[config.mk]
export PLATFORM = sky130hd
export DESIGN_NAME = apple_locator
export DESIGN_NICKNAME = d
export VERILOG_FILES = /design/src/rtl/apple_locator.sv
export SDC_FILE = /design/constraint.sdc
export NUM_CORES = 1
export LEC_CHECK = 0
export CORE_AREA = 2 2 161 163
export CTS_CLUSTER_SIZE = 12
export DETAILED_ROUTE_END_ITERATION = 8
export DIE_AREA = 0 0 163 165
export DONT_BUFFER_PORTS = 1
export PLACE_DENSITY = 0.57
export SLEW_MARGIN = 20
export SYNTH_ARGS = -nofsm -noshare
export SYNTH_HDL_FRONTEND = slang
export SYNTH_SLANG_ARGS = --single-unit
[constraint.sdc]
create_clock -name clk -period 10.8 [get_ports clk]
set_input_delay 2.16 -clock clk [delete_from_list [all_inputs] [get_ports clk]]
set_output_delay 2.16 -clock clk [all_outputs]
set_load 0.1 [all_outputs]
[src/rtl/apple_locator.sv]
// -----------------------------------------------------------------------------
// apple_locator
// Picks a free grid cell for the next apple. A free-running 16-bit LFSR
// proposes candidate cells. Each in-range candidate is compared against the
// snake body one segment per clock. The first candidate that is clear of the
// body is published on randX/randY, together with a one-cycle rand_valid
// strobe.
//
// Configuration macro: APPLE_LOCATOR_STATS_EN
//   When defined, the block adds the output last_tries[7:0]. It holds the
//   rejection count of the most recent search.
//
// Ports
//   clk        in   system clock, rising edge
//   reset      in   asynchronous active-low reset
//   s_reset    in   synchronous soft reset (game restart), active-high;
//                   does not reseed the LFSR
//   req        in   request a new apple cell (sampled in IDLE only)
//   body       in   snake segments, {x[7:4], y[3:0]}, body[0] = head
//   snake_len  in   number of valid segments (clamped to MAX_LEN)
//   randX/Y    out  published apple cell
//   rand_valid out  one-cycle strobe: randX/randY/fail updated this cycle
//   busy       out  search in progress (DRAW/SCAN/DONE)
//   fail       out  last search hit MAX_TRIES rejections (sticky)
//   last_tries out  (stats build only) rejection count of the last search
// -----------------------------------------------------------------------------
module apple_locator #(
  parameter int unsigned GRID_W    = 14,
  parameter int unsigned GRID_H    = 14,
  parameter int unsigned MAX_LEN   = 50,
  parameter logic [15:0] SEED      = 16'hACE1,
  parameter int unsigned INIT_X    = 5,
  parameter int unsigned INIT_Y    = 8,
  parameter int unsigned MAX_TRIES = 255
) (
  input  logic                     clk,
  input  logic                     reset,
  input  logic                     s_reset,
  input  logic                     req,
  input  logic [MAX_LEN-1:0][7:0]  body,
  input  logic [5:0]               snake_len,
  output logic [3:0]               randX,
  output logic [3:0]               randY,
  output logic                     rand_valid,
  output logic                     busy,
  output logic                     fail
`ifdef APPLE_LOCATOR_STATS_EN
  ,
  output logic [7:0]               last_tries
`endif
);

  localparam int unsigned LFSR_W = 16;
  localparam int unsigned LEN_W  = 6;
  localparam int unsigned IDX_W  = 6;
  localparam int unsigned TRY_W  = 8;
  localparam int unsigned CRD_W  = 4;
  localparam int unsigned CELL_W = 8;

  localparam logic [CRD_W-1:0] RST_X   = CRD_W'(INIT_X);
  localparam logic [CRD_W-1:0] RST_Y   = CRD_W'(INIT_Y);
  localparam logic [LEN_W-1:0] LEN_MAX = LEN_W'(MAX_LEN);
  localparam logic [TRY_W-1:0] TRY_MAX = TRY_W'(MAX_TRIES);

  typedef enum logic [1:0] {
    S_IDLE = 2'd0,
    S_DRAW = 2'd1,
    S_SCAN = 2'd2,
    S_DONE = 2'd3
  } state_t;

  state_t              r_state;
  state_t              w_state_nxt;
  logic [LFSR_W-1:0]   r_lfsr;
  logic [LFSR_W-1:0]   w_lfsr_nxt;
  logic [TRY_W-1:0]    r_tries;
  logic [TRY_W-1:0]    w_tries_nxt;
  logic [TRY_W-1:0]    w_tries_inc;
  logic [IDX_W-1:0]    r_idx;
  logic [IDX_W-1:0]    w_idx_nxt;
  logic [CELL_W-1:0]   r_cand;
  logic [CELL_W-1:0]   w_cand_nxt;
  logic [CRD_W-1:0]    w_x_nxt;
  logic [CRD_W-1:0]    w_y_nxt;
  logic                w_valid_nxt;
  logic                w_busy_nxt;
  logic                w_fail_nxt;

  logic [CRD_W-1:0]    w_cx;
  logic [CRD_W-1:0]    w_cy;
  logic                w_in_range;
  logic [LEN_W-1:0]    w_len;
  logic                w_last;
  logic                w_give_up;
  logic [CELL_W-1:0]   w_seg;
  logic                w_hit;

  // Fibonacci LFSR x^16+x^14+x^13+x^11+1, shifting left
  assign w_lfsr_nxt = {r_lfsr[LFSR_W-2:0],
                       r_lfsr[15] ^ r_lfsr[13] ^ r_lfsr[12] ^ r_lfsr[10]};

  // The LFSR advances every cycle; only the hard reset reseeds it
  always_ff @(posedge clk or negedge reset) begin
    if (!reset) r_lfsr <= SEED;
    else        r_lfsr <= w_lfsr_nxt;
  end

  // Candidate cell straight from the LFSR low byte
  assign w_cx       = r_lfsr[7:4];
  assign w_cy       = r_lfsr[3:0];
  assign w_in_range = (32'(w_cx) < GRID_W) && (32'(w_cy) < GRID_H);

  // Effective body length, clamped to the array depth
  assign w_len  = (snake_len > LEN_MAX) ? LEN_MAX : snake_len;
  assign w_last = (r_idx == IDX_W'(w_len - LEN_W'(1)));

  // Saturating rejection counter and give-up test on the post-increment value
  assign w_tries_inc = (r_tries == '1) ? r_tries : r_tries + TRY_W'(1);
  assign w_give_up   = (w_tries_inc >= TRY_MAX);

  // Segment selected by the scan index; out-of-range index reads as zero
  always_comb begin
    w_seg = '0;
    for (int unsigned i = 0; i < MAX_LEN; i++) begin
      if (r_idx == IDX_W'(i)) w_seg = body[i];
    end
  end

  assign w_hit = (w_seg == r_cand);

  // Next-state and next-output logic
  always_comb begin
    w_state_nxt = r_state;
    w_tries_nxt = r_tries;
    w_idx_nxt   = r_idx;
    w_cand_nxt  = r_cand;
    w_x_nxt     = randX;
    w_y_nxt     = randY;
    w_fail_nxt  = fail;

    unique case (r_state)
      S_IDLE: begin
        if (req) begin
          w_state_nxt = S_DRAW;
          w_tries_nxt = '0;
          w_fail_nxt  = 1'b0;
        end
      end

      S_DRAW: begin
        if (!w_in_range) begin
          w_tries_nxt = w_tries_inc;
          if (w_give_up) begin
            w_state_nxt = S_DONE;
            w_fail_nxt  = 1'b1;
          end
        end else begin
          w_cand_nxt = {w_cx, w_cy};
          w_idx_nxt  = '0;
          if (w_len == '0) begin
            // Empty body: every in-range cell is free
            w_state_nxt = S_DONE;
            w_x_nxt     = w_cx;
            w_y_nxt     = w_cy;
          end else begin
            w_state_nxt = S_SCAN;
          end
        end
      end

      S_SCAN: begin
        if (w_hit) begin
          w_tries_nxt = w_tries_inc;
          if (w_give_up) begin
            w_state_nxt = S_DONE;
            w_fail_nxt  = 1'b1;
          end else begin
            w_state_nxt = S_DRAW;
          end
        end else if (w_last) begin
          w_state_nxt = S_DONE;
          w_x_nxt     = r_cand[7:4];
          w_y_nxt     = r_cand[3:0];
        end else begin
          w_idx_nxt = r_idx + IDX_W'(1);
        end
      end

      S_DONE: begin
        w_state_nxt = S_IDLE;
      end

      default: begin
        w_state_nxt = S_IDLE;
      end
    endcase

    // Soft restart overrides everything except the LFSR
    if (s_reset) begin
      w_state_nxt = S_IDLE;
      w_tries_nxt = '0;
      w_idx_nxt   = '0;
      w_cand_nxt  = '0;
      w_x_nxt     = RST_X;
      w_y_nxt     = RST_Y;
      w_fail_nxt  = 1'b0;
    end

    // Status outputs follow the state being entered so they align with it
    w_valid_nxt = (w_state_nxt == S_DONE);
    w_busy_nxt  = (w_state_nxt != S_IDLE);
  end

  // State and registered outputs
  always_ff @(posedge clk or negedge reset) begin
    if (!reset) begin
      r_state    <= S_IDLE;
      r_tries    <= '0;
      r_idx      <= '0;
      r_cand     <= '0;
      randX      <= RST_X;
      randY      <= RST_Y;
      rand_valid <= 1'b0;
      busy       <= 1'b0;
      fail       <= 1'b0;
    end else begin
      r_state    <= w_state_nxt;
      r_tries    <= w_tries_nxt;
      r_idx      <= w_idx_nxt;
      r_cand     <= w_cand_nxt;
      randX      <= w_x_nxt;
      randY      <= w_y_nxt;
      rand_valid <= w_valid_nxt;
      busy       <= w_busy_nxt;
      fail       <= w_fail_nxt;
    end
  end

`ifdef APPLE_LOCATOR_STATS_EN
  // Final rejection count, captured as the search completes
  always_ff @(posedge clk or negedge reset) begin
    if (!reset) begin
      last_tries <= '0;
    end else if (s_reset) begin
      last_tries <= '0;
    end else if (w_state_nxt == S_DONE) begin
      last_tries <= w_tries_nxt;
    end
  end
`endif

endmodule

==> results_dict.tcl <==
set metrics [dict create \
    ys.flop_type "dfrtp_1" \
    cts_root_buf "clkbuf_16" \
    crit_slowest_cell "nor3_1" \
    portBuffers 0 \
    preCtsSetupSlack_ns 4.35 \
    place_congestion 1.03 \
    grt-busiest-layer "met2" \
    drt_wl_total_mm 50.5 \
    ys_warn_count 0 \
    yosysUniqueCellTypes 93 \
    place_inst 1434 \
    drc 0 \
    yosysSeqAreaShare_pct 15.7 \
    num-fill-cells 2805 \
    synth_compound_area_share_pct 36.0 \
    final_common_cell "nor2_1" \
    grt_use_met1_pct 44.3 \
    layout-drive-gt1-share_pct 6.92 \
    start_kind "flip-flop" \
    fin_skew_ns 0.00582 \
    post-dp-hpwl_mm 40.8 \
    die_height_um 165 \
    numCtsBuffers 5 \
    syn_inst 1173 \
    cts_tree "yes" \
    cts_hold_buf 0 \
    viasPerCell 7.45 \
    drtAntennaViolNets 0 \
    total_power_mw 0.655 \
    grt_overflow 0 \
    avgSynthCellArea_um2 7.02 \
    synth_top_area_share_pct 12.2 \
    period_share_pct 62.3 \
    clock_tree.buffer_depth 2 \
    drv_cap 0 \
    timing.hold.ws_ns 0.362 \
    status "finished clean" \
    die_area_mm2 0.0269 \
    relSlewSlack_pct 22.6 \
    grt_max_degree 64 \
    met3_usage_pct 9.12 \
    finalNonFillerCells 1450 \
    postCtsResizedCells 0 \
    cts.sinks 51 \
    grtUsageTotal_pct 35.2 \
    grt_setup_unrepaired "no" \
    clk_latency_ns 0.30 \
    cp.required_ns 11.02 \
    core_area_mm2 0.0250 \
    crit_path_frequent_cell "a2111oi_0" \
    path_max_fanout 14 \
    cpPeakStageDelay_ns 0.97 \
    path_cells "ha_1 -> nand2_1 -> o22ai_1 -> o2111ai_1 -> a2111oi_0 -> a211oi_1 -> xnor2_1 -> a2111oi_0 -> a21oi_1 -> nor3_1 -> nor2_1 -> mux2i_1" \
    synth_nets 1592 \
    yosysTopAreaCell "dfrtp_1" \
    hold_violations 0 \
    max_freq_mhz 149 \
    num_rows 58 \
    synth_top_family_by_area "simple AND/OR/NAND/NOR gates" \
    use_met2_pct 57.0 \
    ys_async_sr_fraction_pct 100 \
    tightest_slew_ns 1.15 \
    fin_util_pct 34.2 \
    via_count 10800 \
    area_growth_pct 4.10 \
    peakVddDrop_mv 0.149 \
    tns_ns 0 \
    dr.pass1.iters 6 \
    cts_max_level 2 \
    final-setup-viol-count 0 \
    ioPinCount 421 \
    die_x_um 163 \
    synth_simple_gate_area_share_pct 36.2 \
    slew_viol_final 0 \
    synth_edf_count 0 \
    dr.first_iter.drc_count 1635 \
    first_global_vias 10100 \
    post_cts_buffers 0 \
    powerDensity_mw_per_mm2 76.4 \
    leakage_nw 2.83 \
    post_dp_cell_area_mm2 0.00840 \
    clk_pin_slew_worst_paths_ns 0.07 \
    synth-xor-area-share_pct 2.66 \
    synthAdderAreaFrac_pct 1.37 \
    crit_family "compound AO/OA/AOI/OAI gates" \
    fin_crit_ns 6.73 \
    wire_per_inst_um 34.8 \
    end_kind "flip-flop" \
    crit_type "reg -> reg" \
    synthMuxAreaShare_pct 2.25 \
    antenna_found_initial 9 \
    crit_arrival_ns 6.95 \
    ys_ff_latch 51 \
    setup_ws_ns 4.07 \
    hp-class "reg -> reg" \
    start_util_pct 32.9 \
    cp_num_buf_inv 0 \
    final_cell_mix "nor2_1 (106), nand2_1 (105), nor3_1 (75)" \
    netlist_area_mm2 0.00823 \
    fin_area_mm2 0.00857 \
    synthTopCellsByArea "dfrtp_1 (12%), nor2_1 (4.8%), nand2_1 (4.8%)" \
    grt_first_pass_wirelength_mm 69.8 \
    fin_nets 1530 \
]
## worst reg2reg max path: stages (launching register included)
cell and delay (ns):
dfrtp_1 0.46, ha_1 0.56, nand2_1 0.69, o22ai_1 0.90, o2111ai_1 0.38, a2111oi_0 0.66
a211oi_1 0.23, xnor2_1 0.17, a2111oi_0 0.91, a21oi_1 0.25, nor3_1 0.97, nor2_1 0.26
mux2i_1 0.24
## power by group
group	switching, mW	total (mW)	internal (mW)
clock network	0.0755	0.164	0.0881
registers	0.0587	0.265	0.206
logic	0.150	0.226	0.0767
total	0.284	0.655	0.371
## final timing paths
check                           cells after the start  slack [ns]            startpoint                    to
worst max-delay path                               12        4.07  r_idx[0]$_DFFE_PN0P_  randX[2]$_DFFE_PN1P_
worst min-delay path                                0        0.36  r_lfsr[14]$_DFF_PN0_  r_lfsr[15]$_DFF_PN1_
worst max register to register                     12        4.07  r_idx[0]$_DFFE_PN0P_  randX[2]$_DFFE_PN1P_
worst min register to register                      0        0.36  r_lfsr[14]$_DFF_PN0_  r_lfsr[15]$_DFF_PN1_
max in group asynchronous                           0        9.06                 reset  randX[2]$_DFFE_PN1P_
min in group asynchronous                           0        1.55                 reset  r_lfsr[14]$_DFF_PN0_
## area by class of cell
class	instances	area, um^2	area share [%]
Clock buffer	5	125	1.46
Clock inverter	3	26.3	0.307
Inverter	19	71.3	0.832
Tap cell	330	413	4.82
Sequential cell	51	1290	15.1
Multi-Input combinational cell	1013	6460	75.4
Timing Repair Buffer	21	158	1.84
Antenna cell	8	20.0	0.234
## synthesized netlist by cell type (all sizes together), types with 9 or more instances
cell type / instances
nor4: 16
o31ai: 11
a221o: 13
clkbuf: 42
nand2: 105
a31oi: 28
ha: 9
buf: 48
o221ai: 11
a221oi: 24
mux2i: 14
o22ai: 24
and3: 24
nor2: 109
a22o: 10
a22oi: 16
xor2: 10
nand3b: 11
nor2b: 18
and3b: 10
o21ai: 49
o32ai: 14
a32oi: 13
nand4: 17
a211oi: 25
a21oi: 65
nand2b: 25
dfrtp: 40
inv: 19
dfstp: 11
nand3: 50
xnor2: 15
o211ai: 14
nor3b: 11
nor3: 75
or3: 27
## flip-flops by register name, indices dropped and copies added (netlist names)
name / count
busy: 1
fail: 1
r_cand: 8
r_idx: 6
r_lfsr: 16
r_state: 2
r_tries: 8
randX: 4
randY: 4
rand_valid: 1
## kinds of logic after synthesis
family / after synthesis
adder cells (fa/ha/maj): 9
flip-flops: 51
XOR/XNOR: 25
buffers and inverters: 109
AO/OA/AOI/OAI: 407
AND/OR/NAND/NOR: 554
multiplexers: 18
## routing by layer
layer  up-vias  share of wire (%)
li1       4505                  -
met1      5191                 38
met2       914                 46
met3       182                 12
met4         6                4.8
met5         -              0.087
(Power assumes the default switching activity.)
